[config.mk]
export PLATFORM = sky130hd
export DESIGN_NAME = controle_nes
export DESIGN_NICKNAME = d
export VERILOG_FILES = /design/src/rtl/controle_pkg.sv /design/src/rtl/sincronizador.sv /design/src/rtl/controle_nes.sv
export SDC_FILE = /design/constraint.sdc
export NUM_CORES = 1
export LEC_CHECK = 0
export BUFFER_PORTS_ARGS = -buffer_cell sky130_fd_sc_hd__buf_4
export CAP_MARGIN = 30
export CORE_MARGIN = 2
export CORE_UTILIZATION = 55
export DETAILED_ROUTE_END_ITERATION = 6
export GPL_ROUTABILITY_DRIVEN = 0
export PLACE_DENSITY_LB_ADDON = 0.1
export SLEW_MARGIN = 10
export SYNTH_ARGS = -nofsm -noshare
export SYNTH_HDL_FRONTEND = slang
export SYNTH_SLANG_ARGS = --single-unit
[constraint.sdc]
create_clock -name CLOCK_50 -period 2.45 [get_ports CLOCK_50]
set_input_delay 0.49 -clock CLOCK_50 [delete_from_list [all_inputs] [get_ports CLOCK_50]]
set_output_delay 0.49 -clock CLOCK_50 [all_outputs]
set_load 0.01 [all_outputs]
[src/rtl/controle_pkg.sv]
// Shared types and constants for the NES controller reader: FSM states,
// button bit positions and a helper for sizing the cycle counter.
package controle_pkg;

  typedef enum logic [2:0] {
    ESPERA,
    LATCH,
    BAIXO,
    ALTO,
    FIM
  } estado_t;

  localparam logic [2:0] BTN_A      = 3'd0;
  localparam logic [2:0] BTN_B      = 3'd1;
  localparam logic [2:0] BTN_SELECT = 3'd2;
  localparam logic [2:0] BTN_START  = 3'd3;
  localparam logic [2:0] BTN_UP     = 3'd4;
  localparam logic [2:0] BTN_DOWN   = 3'd5;
  localparam logic [2:0] BTN_LEFT   = 3'd6;
  localparam logic [2:0] BTN_RIGHT  = 3'd7;

  function automatic int max3(input int a, input int b, input int c);
    int m;
    m = (a > b) ? a : b;
    return (m > c) ? m : c;
  endfunction

endpackage

[src/rtl/sincronizador.sv]
// Two-flop synchronizer for a single asynchronous bit; RESET_VAL lets the
// caller choose the idle level seen while in reset.
module sincronizador #(
  parameter logic RESET_VAL = 1'b0
) (
  input  logic i_clk,
  input  logic i_rst,
  input  logic i_d,
  output logic o_q
);

  logic r_meta;
  logic r_sync;

  always_ff @(posedge i_clk or posedge i_rst) begin
    if (i_rst) begin
      r_meta <= RESET_VAL;
      r_sync <= RESET_VAL;
    end else begin
      r_meta <= i_d;
      r_sync <= r_meta;
    end
  end

  assign o_q = r_sync;

endmodule

[src/rtl/controle_nes.sv]
// NES controller reader: periodic latch + 8 shift clocks, active-low serial data.
// Optional scan-to-scan debounce enabled by defining CONTROLE_NES_DEBOUNCE_EN.
module controle_nes
  import controle_pkg::*;
#(
  parameter int PERIODO_SCAN = 833333,
  parameter int LATCH_CICLOS = 600,
  parameter int MEIO_PERIODO = 300
) (
  input  logic       CLOCK_50,
  input  logic       reset,
  input  logic       nes_data,
  output logic       nes_latch,
  output logic       nes_clk,
  output logic [7:0] botoes,
  output logic       novo,
  output logic [7:0] pressionado
);

  localparam int MAX_P = max3(PERIODO_SCAN, LATCH_CICLOS, MEIO_PERIODO);
  localparam int CNT_W = (MAX_P > 1) ? $clog2(MAX_P) : 1;

  localparam logic [CNT_W-1:0] LIM_ESPERA = CNT_W'(PERIODO_SCAN - 1);
  localparam logic [CNT_W-1:0] LIM_LATCH  = CNT_W'(LATCH_CICLOS - 1);
  localparam logic [CNT_W-1:0] LIM_MEIO   = CNT_W'(MEIO_PERIODO - 1);

  estado_t          r_state, w_state_next;
  logic [CNT_W-1:0] r_cnt, w_cnt_next;
  logic [2:0]       r_idx, w_idx_next;
  logic             w_amostra;
  logic             w_dado;
  logic             r_latch, r_nclk, r_novo;
  logic [7:0]       r_raw, r_botoes, r_press;
`ifdef CONTROLE_NES_DEBOUNCE_EN
  logic [7:0]       r_prev;
`endif

  // Idle level of the controller line is high (nothing pressed).
  sincronizador #(.RESET_VAL(1'b1)) u_sinc (
    .i_clk (CLOCK_50),
    .i_rst (reset),
    .i_d   (nes_data),
    .o_q   (w_dado)
  );

  always_comb begin
    w_state_next = r_state;
    w_cnt_next   = r_cnt + 1'b1;
    w_idx_next   = r_idx;
    w_amostra    = 1'b0;
    case (r_state)
      ESPERA: begin
        w_idx_next = 3'd0;
        if (r_cnt == LIM_ESPERA) w_state_next = LATCH;
      end
      LATCH: if (r_cnt == LIM_LATCH) w_state_next = BAIXO;
      BAIXO: begin
        if (r_cnt == LIM_MEIO) begin
          w_amostra    = 1'b1;
          w_state_next = (r_idx == BTN_RIGHT) ? FIM : ALTO;
        end
      end
      ALTO: begin
        if (r_cnt == LIM_MEIO) begin
          w_idx_next   = r_idx + 3'd1;
          w_state_next = BAIXO;
        end
      end
      FIM:     w_state_next = ESPERA;
      default: w_state_next = ESPERA;
    endcase
    if (w_state_next != r_state) w_cnt_next = '0;
  end

  always_ff @(posedge CLOCK_50 or posedge reset) begin
    if (reset) begin
      r_state  <= ESPERA;
      r_cnt    <= '0;
      r_idx    <= 3'd0;
      r_latch  <= 1'b0;
      r_nclk   <= 1'b0;
      r_raw    <= 8'h00;
      r_botoes <= 8'h00;
      r_novo   <= 1'b0;
      r_press  <= 8'h00;
`ifdef CONTROLE_NES_DEBOUNCE_EN
      r_prev   <= 8'h00;
`endif
    end else begin
      r_state <= w_state_next;
      r_cnt   <= w_cnt_next;
      r_idx   <= w_idx_next;
      // Strobes decoded from the next state so the pins come straight off flops.
      r_latch <= (w_state_next == LATCH);
      r_nclk  <= (w_state_next == ALTO);
      r_novo  <= 1'b0;
      r_press <= 8'h00;
      if (w_amostra) r_raw[r_idx] <= ~w_dado;
      if (r_state == FIM) begin
`ifdef CONTROLE_NES_DEBOUNCE_EN
        r_prev <= r_raw;
        if (r_raw == r_prev) begin
          r_botoes <= r_raw;
          r_novo   <= 1'b1;
          r_press  <= r_raw & ~r_botoes;
        end
`else
        r_botoes <= r_raw;
        r_novo   <= 1'b1;
        r_press  <= r_raw & ~r_botoes;
`endif
      end
    end
  end

  assign nes_latch   = r_latch;
  assign nes_clk     = r_nclk;
  assign botoes      = r_botoes;
  assign novo        = r_novo;
  assign pressionado = r_press;

endmodule

* Word-level counts from Yosys, hierarchy flattened
Cells that the tools add are included.
Storage, ports and cells: register bits after elaboration 55
Cells by class: equality and inequality tests 12, multiplexer cells 16, reduce and logical (&&, ||, !) cells 4, add/sub/neg operators 2, magnitude comparators 2, bitwise operators 3
Operator list (number):
- $add 20x1->20 const B | 1
- $eq 20x10->1 const B | 1
- $eq 20x20->1 const B | 1
- $eq 20x9->1 const B | 1
- $mux 20 | 1
- $mux 3 | 6
- $pmux 3 s4 | 1
- $eq 3x2->1 const B | 3
- $and 8x8->8 | 1
- $bwmux 8 | 1
- $mux 8 | 1
- $not 8->8 | 1
- $eq 3x1->1 const B | 2
- $eq 3x3->1 const B | 2
- $pmux 3 s2 | 1
- $lt 3x4->1 const B | 1
- $mux 1 | 4
- $add 3x1->3 const B | 1
- $demux 1 s3 | 1
- $ge 3x1->1 const B | 1
- $logic_not 3->1 | 1
- $ne 3x3->1 | 1
- $ne 2x2->1 const B | 1
- $reduce_and 2->1 | 1
- 3 further kinds | 3

* Longest topological paths before layout
word-level depth 6, depth in mapped cells 8, mapped depth without buffers 7

* Cells and area by module
From an unflattened synthesis, not the netlist that was laid out.
Second synthesis, totals: cell total of the unflattened synthesis 247, area, all modules 2622.5 um^2
By module, submodules not included:
- controle_nes | times used 1, seq. area each 1326.3 um^2, area an instance 2566.2 um^2, cells each 244
- sincronizador | times used 1, seq. area each 52.6 um^2, area an instance 56.3 um^2, cells each 3

* Worst setup path before layout
No wires, ideal clock.
kind register to register, from register r_cnt[0], to register r_raw[1], cell stages (with the launch flop) 8, path slack 665 ps, arrival 1706 ps, period minus slack after synthesis 1785 ps, path through dfrtp_1 ha_1 nor4b_2 and4b_1 buf_4 nand3_4 nor4_1 mux2i_1
Between the ends: longest elaborated chain between the ends 3
Ends and longest elaborated chain:
- from (decl) | line controle_nes.sv:28 | logic [CNT_W-1:0] r_cnt, w_cnt_next;
- from (signal assigned) | line controle_nes.sv:91 | r_cnt <= w_cnt_next;
- $eq 20x9->1 | line controle_nes.sv:58 | if (r_cnt == LIM_MEIO) begin
- $mux 1 | line controle_nes.sv:58
- $mux 1 | line controle_nes.sv:51 | case (r_state)
- to (signal, indexed assignment) | line controle_nes.sv:98 | if (w_amostra) r_raw[r_idx] <= ~w_dado;
- to (decl) | line controle_nes.sv:33 | logic [7:0] r_raw, r_botoes, r_press;
Every way passes these cells. A chain may end at the register's enable or synchronous reset.

* Final worst setup path
Same ends and word-level chain as after synthesis.

==> flow_summary.ini <==
[synthesis]
netlist_instances = 246
synthesis.area_mm2 = 0.002542
synth-xor-area-share = 0.06201
ys_ff_latch = 55
yosysWarnings = 0
ys.flop_type = dfrtp_1
synth_fa_ha_area_frac = 0.01969
synth.distinct_cells = 41
synth_compound_area_frac = 0.03051
synth-simple-area-share = 0.2569
ys_seq_area_frac = 0.5423
synth_area_leaders = dfrtp_1 52%, nor2_1 4.3%, mux2i_1 3.5%, xor2_1 3.4%, nor3_1 3.1%
avgSynthCellArea_um2 = 10.34
synthesis.nets = 253
synth_top_area_frac = 0.5217
synth.mux.area_fraction = 0.03986
synth_area_leader_cell = dfrtp_1
synth_edf_count = 0
async_flop_share = 1.000
synth_top_family_by_area = simple AND/OR/NAND/NOR gates

[route]
finalWirelength_um = 4381
via_per_inst = 5.552
first_iter_violations = 113
drc = 0
wl_per_cell_um = 13.91
drt_pass1_iterations = 4
ant_nets = 0
route.vias.total = 1749

[critical_path]
crit_start = r_cnt[0]
r2r_slack_ps = 370
cp_slowest_cell = dfrtp_1
r2r_start = r_cnt[0]
crit_end = r_raw[1]
critPathCaptureType = flop
path_cells = ha_1, nor4b_2, and4b_1, nand3_4, nor4_1, mux2i_1
worstPathMaxFanout = 8
r2r_cells = 6
worstPathRequired_ps = 2690
r2r-end = r_raw[1]
crit_path_start_kind = flop
path_class = reg2reg
cp_data_arrival_time_ps = 2310
critical_path.max_stage_delay_ps = 410

[job]
maxCapViolations = 0

[clock_network]
cts_buffers = 5
clkSinkCount = 55
htreeDepth = 2
cts_setup_buffers = 0
cts_tree = done
cts_resized = 0
cts_root_buf = clkbuf_8
clock_latency_ps = 310
hold_buffers = 0
clkSlewWorstSetupHoldPaths_ps = 100
clockBufferDepth = 2

[timing]
setup_viol = 0
fmax_ghz = 0.4816
relSlewSlack = 0.5263
fin_skew_ps = 9.222
period_needed_ps = 2076
hold_violations = 0
final_max_slew_viol_count = 0
tightest_slew_ps = 708.9
tns_ps = 0
period_share = 0.8474
rsz0062_at_grt = false

[global_routing]
overflow = 0
grt_max_degree = 32
grt_pass1_wl_um = 7389
track_usage = 0.1833
grt_antenna_before_repair = 0
grt_pass1_vias = 1610

[layout]
syn2layout_area_growth_pct = 12.55
stdcell_count = 315
n_antenna_cell = 0
drive_gt1_frac = 0.1521
nFillCells = 363
nNetsFinal = 269

[floorplanning]
num_rows = 24
die_w_um = 71.99
ios = 22
core_area_mm2 = 0.004414
die_h_um = 71.99
dieArea_mm2 = 0.005183
floorplan.initialDensity = 0.5760

[placed_design]
dp.cells = 307
hpwl_um = 3067
io_buffer_count = 21

[pwr]
vdd_drop_max_mv = 0.4577
power_density_mw_per_mm2 = 568.0
p_leak_nw = 1.292

[worst_hold_path]
hold_class = in2async

[run_status]
status = completed
[layout by cell type (no fill, tap or decap), drive strengths merged, types with 2 or more instances in the layout]
cell type | netlist | routed
dfrtp | 53 | 53
nor2 | 29 | 29
buf | 7 | 23
nand2 | 17 | 17
nor3 | 16 | 16
inv | 16 | 16
nand3 | 15 | 15
o21ai | 11 | 11
xor2 | 10 | 10
nand4 | 9 | 9
mux2i | 9 | 9
xnor2 | 8 | 8
clkbuf | 7 | 6
nor4 | 5 | 5
nand4b | 4 | 4
and3 | 4 | 4
ha | 4 | 4
nor4b | 3 | 3
nand2b | 2 | 2
and4 | 2 | 2
bufinv | 0 | 2
dfstp | 2 | 2
nor3b | 2 | 2
[final cells by class]
class	instances	area, um2	share of cell area
Clock buffer	6	72.57	0.02536
Inverter	16	60.06	0.02099
Sequential cell	55	1379	0.4819
Multi-Input combinational cell	161	1040	0.3634
Tap cell	52	65.06	0.02274
Timing Repair Buffer	23	185.2	0.06471
Clock inverter	2	60.06	0.02099
[stage by stage]
step | worst slack, ps | hold WS, ps | total power [W] | area [um2] | util
after floorplan | 620.4 | 345.2 | 0.0009433 | 2542 | -
after global placement | 451.6 | 346.0 | 0.0009552 | 2729 | 0.6182
after detailed placement | 382.5 | 353.4 | 0.0009553 | 2729 | 0.6182
after CTS | 378.7 | 236.3 | 0.001641 | 2861 | 0.6482
after global routing | 154.8 | 259.7 | 0.001673 | 2861 | 0.6482
final | 373.8 | 218.7 | 0.001625 | 2861 | 0.6482
[worst min-delay path by stage]
stage	cells after the start	to	startpoint
2_1_floorplan	0	u_sinc.o_q	u_sinc.r_meta
5_1_grt	2	botoes[1]	reset
3_5_place_dp	0	u_sinc.o_q	u_sinc.r_meta
4_1_cts	2	pressionado[1]	reset
6_report	2	pressionado[1]	reset
3_3_place_gp	0	u_sinc.o_q	u_sinc.r_meta
[critical path: cells and delay by family, from the launching register on]
kind | cells | cell delay (ps)
mux | 1 | 220
fa+ha+maj | 1 | 250
flops | 1 | 410
simple gates | 4 | 1140
[cell usage after synthesis (5+ instances only)]
cell type and count:
nor2_1 29, dfrtp_1 53, o21ai_0 11, nand4_1 9, inv_1 16, xor2_1 10
clkbuf_1 6, mux2i_1 9, nand3_1 14, nand2_1 17, buf_2 5, xnor2_1 8
nor3_1 16
[sequential cells by signal, summed over array words and instances (netlist names)]
| name | flops |
|---|---|
| novo | 1 |
| r_state | 3 |
| r_idx | 3 |
| pressionado | 8 |
| u_sinc.o_q | 1 |
| botoes | 8 |
| u_sinc.r_meta | 1 |
| nes_clk | 1 |
| r_raw | 8 |
| r_cnt | 20 |
| nes_latch | 1 |
[power breakdown]
group | internal, W | switching, W
sequential | 0.000910 | 0.00000214
combinational | 0.00000563 | 0.0000174
clock | 0.000408 | 0.000282
total | 0.00132 | 0.000301
[cells by family after synthesis]
group | after synthesis
simple gates | 115
flops | 55
compound gates | 14
mux | 10
xor+xnor | 18
fa+ha+maj | 4
buf+inv | 30
[metal layers]
layer  wire [um]  GRT usage  share of wire  vias to the layer above
li1            -          -              -                      868
met1        2296     0.2773           0.52                      851
met2        1880     0.2613           0.43                       24
met3         140    0.04167          0.032                        6
met4          63    0.06289          0.014                        0
met5           0          0              0                        -
(Power assumes the default switching activity.)
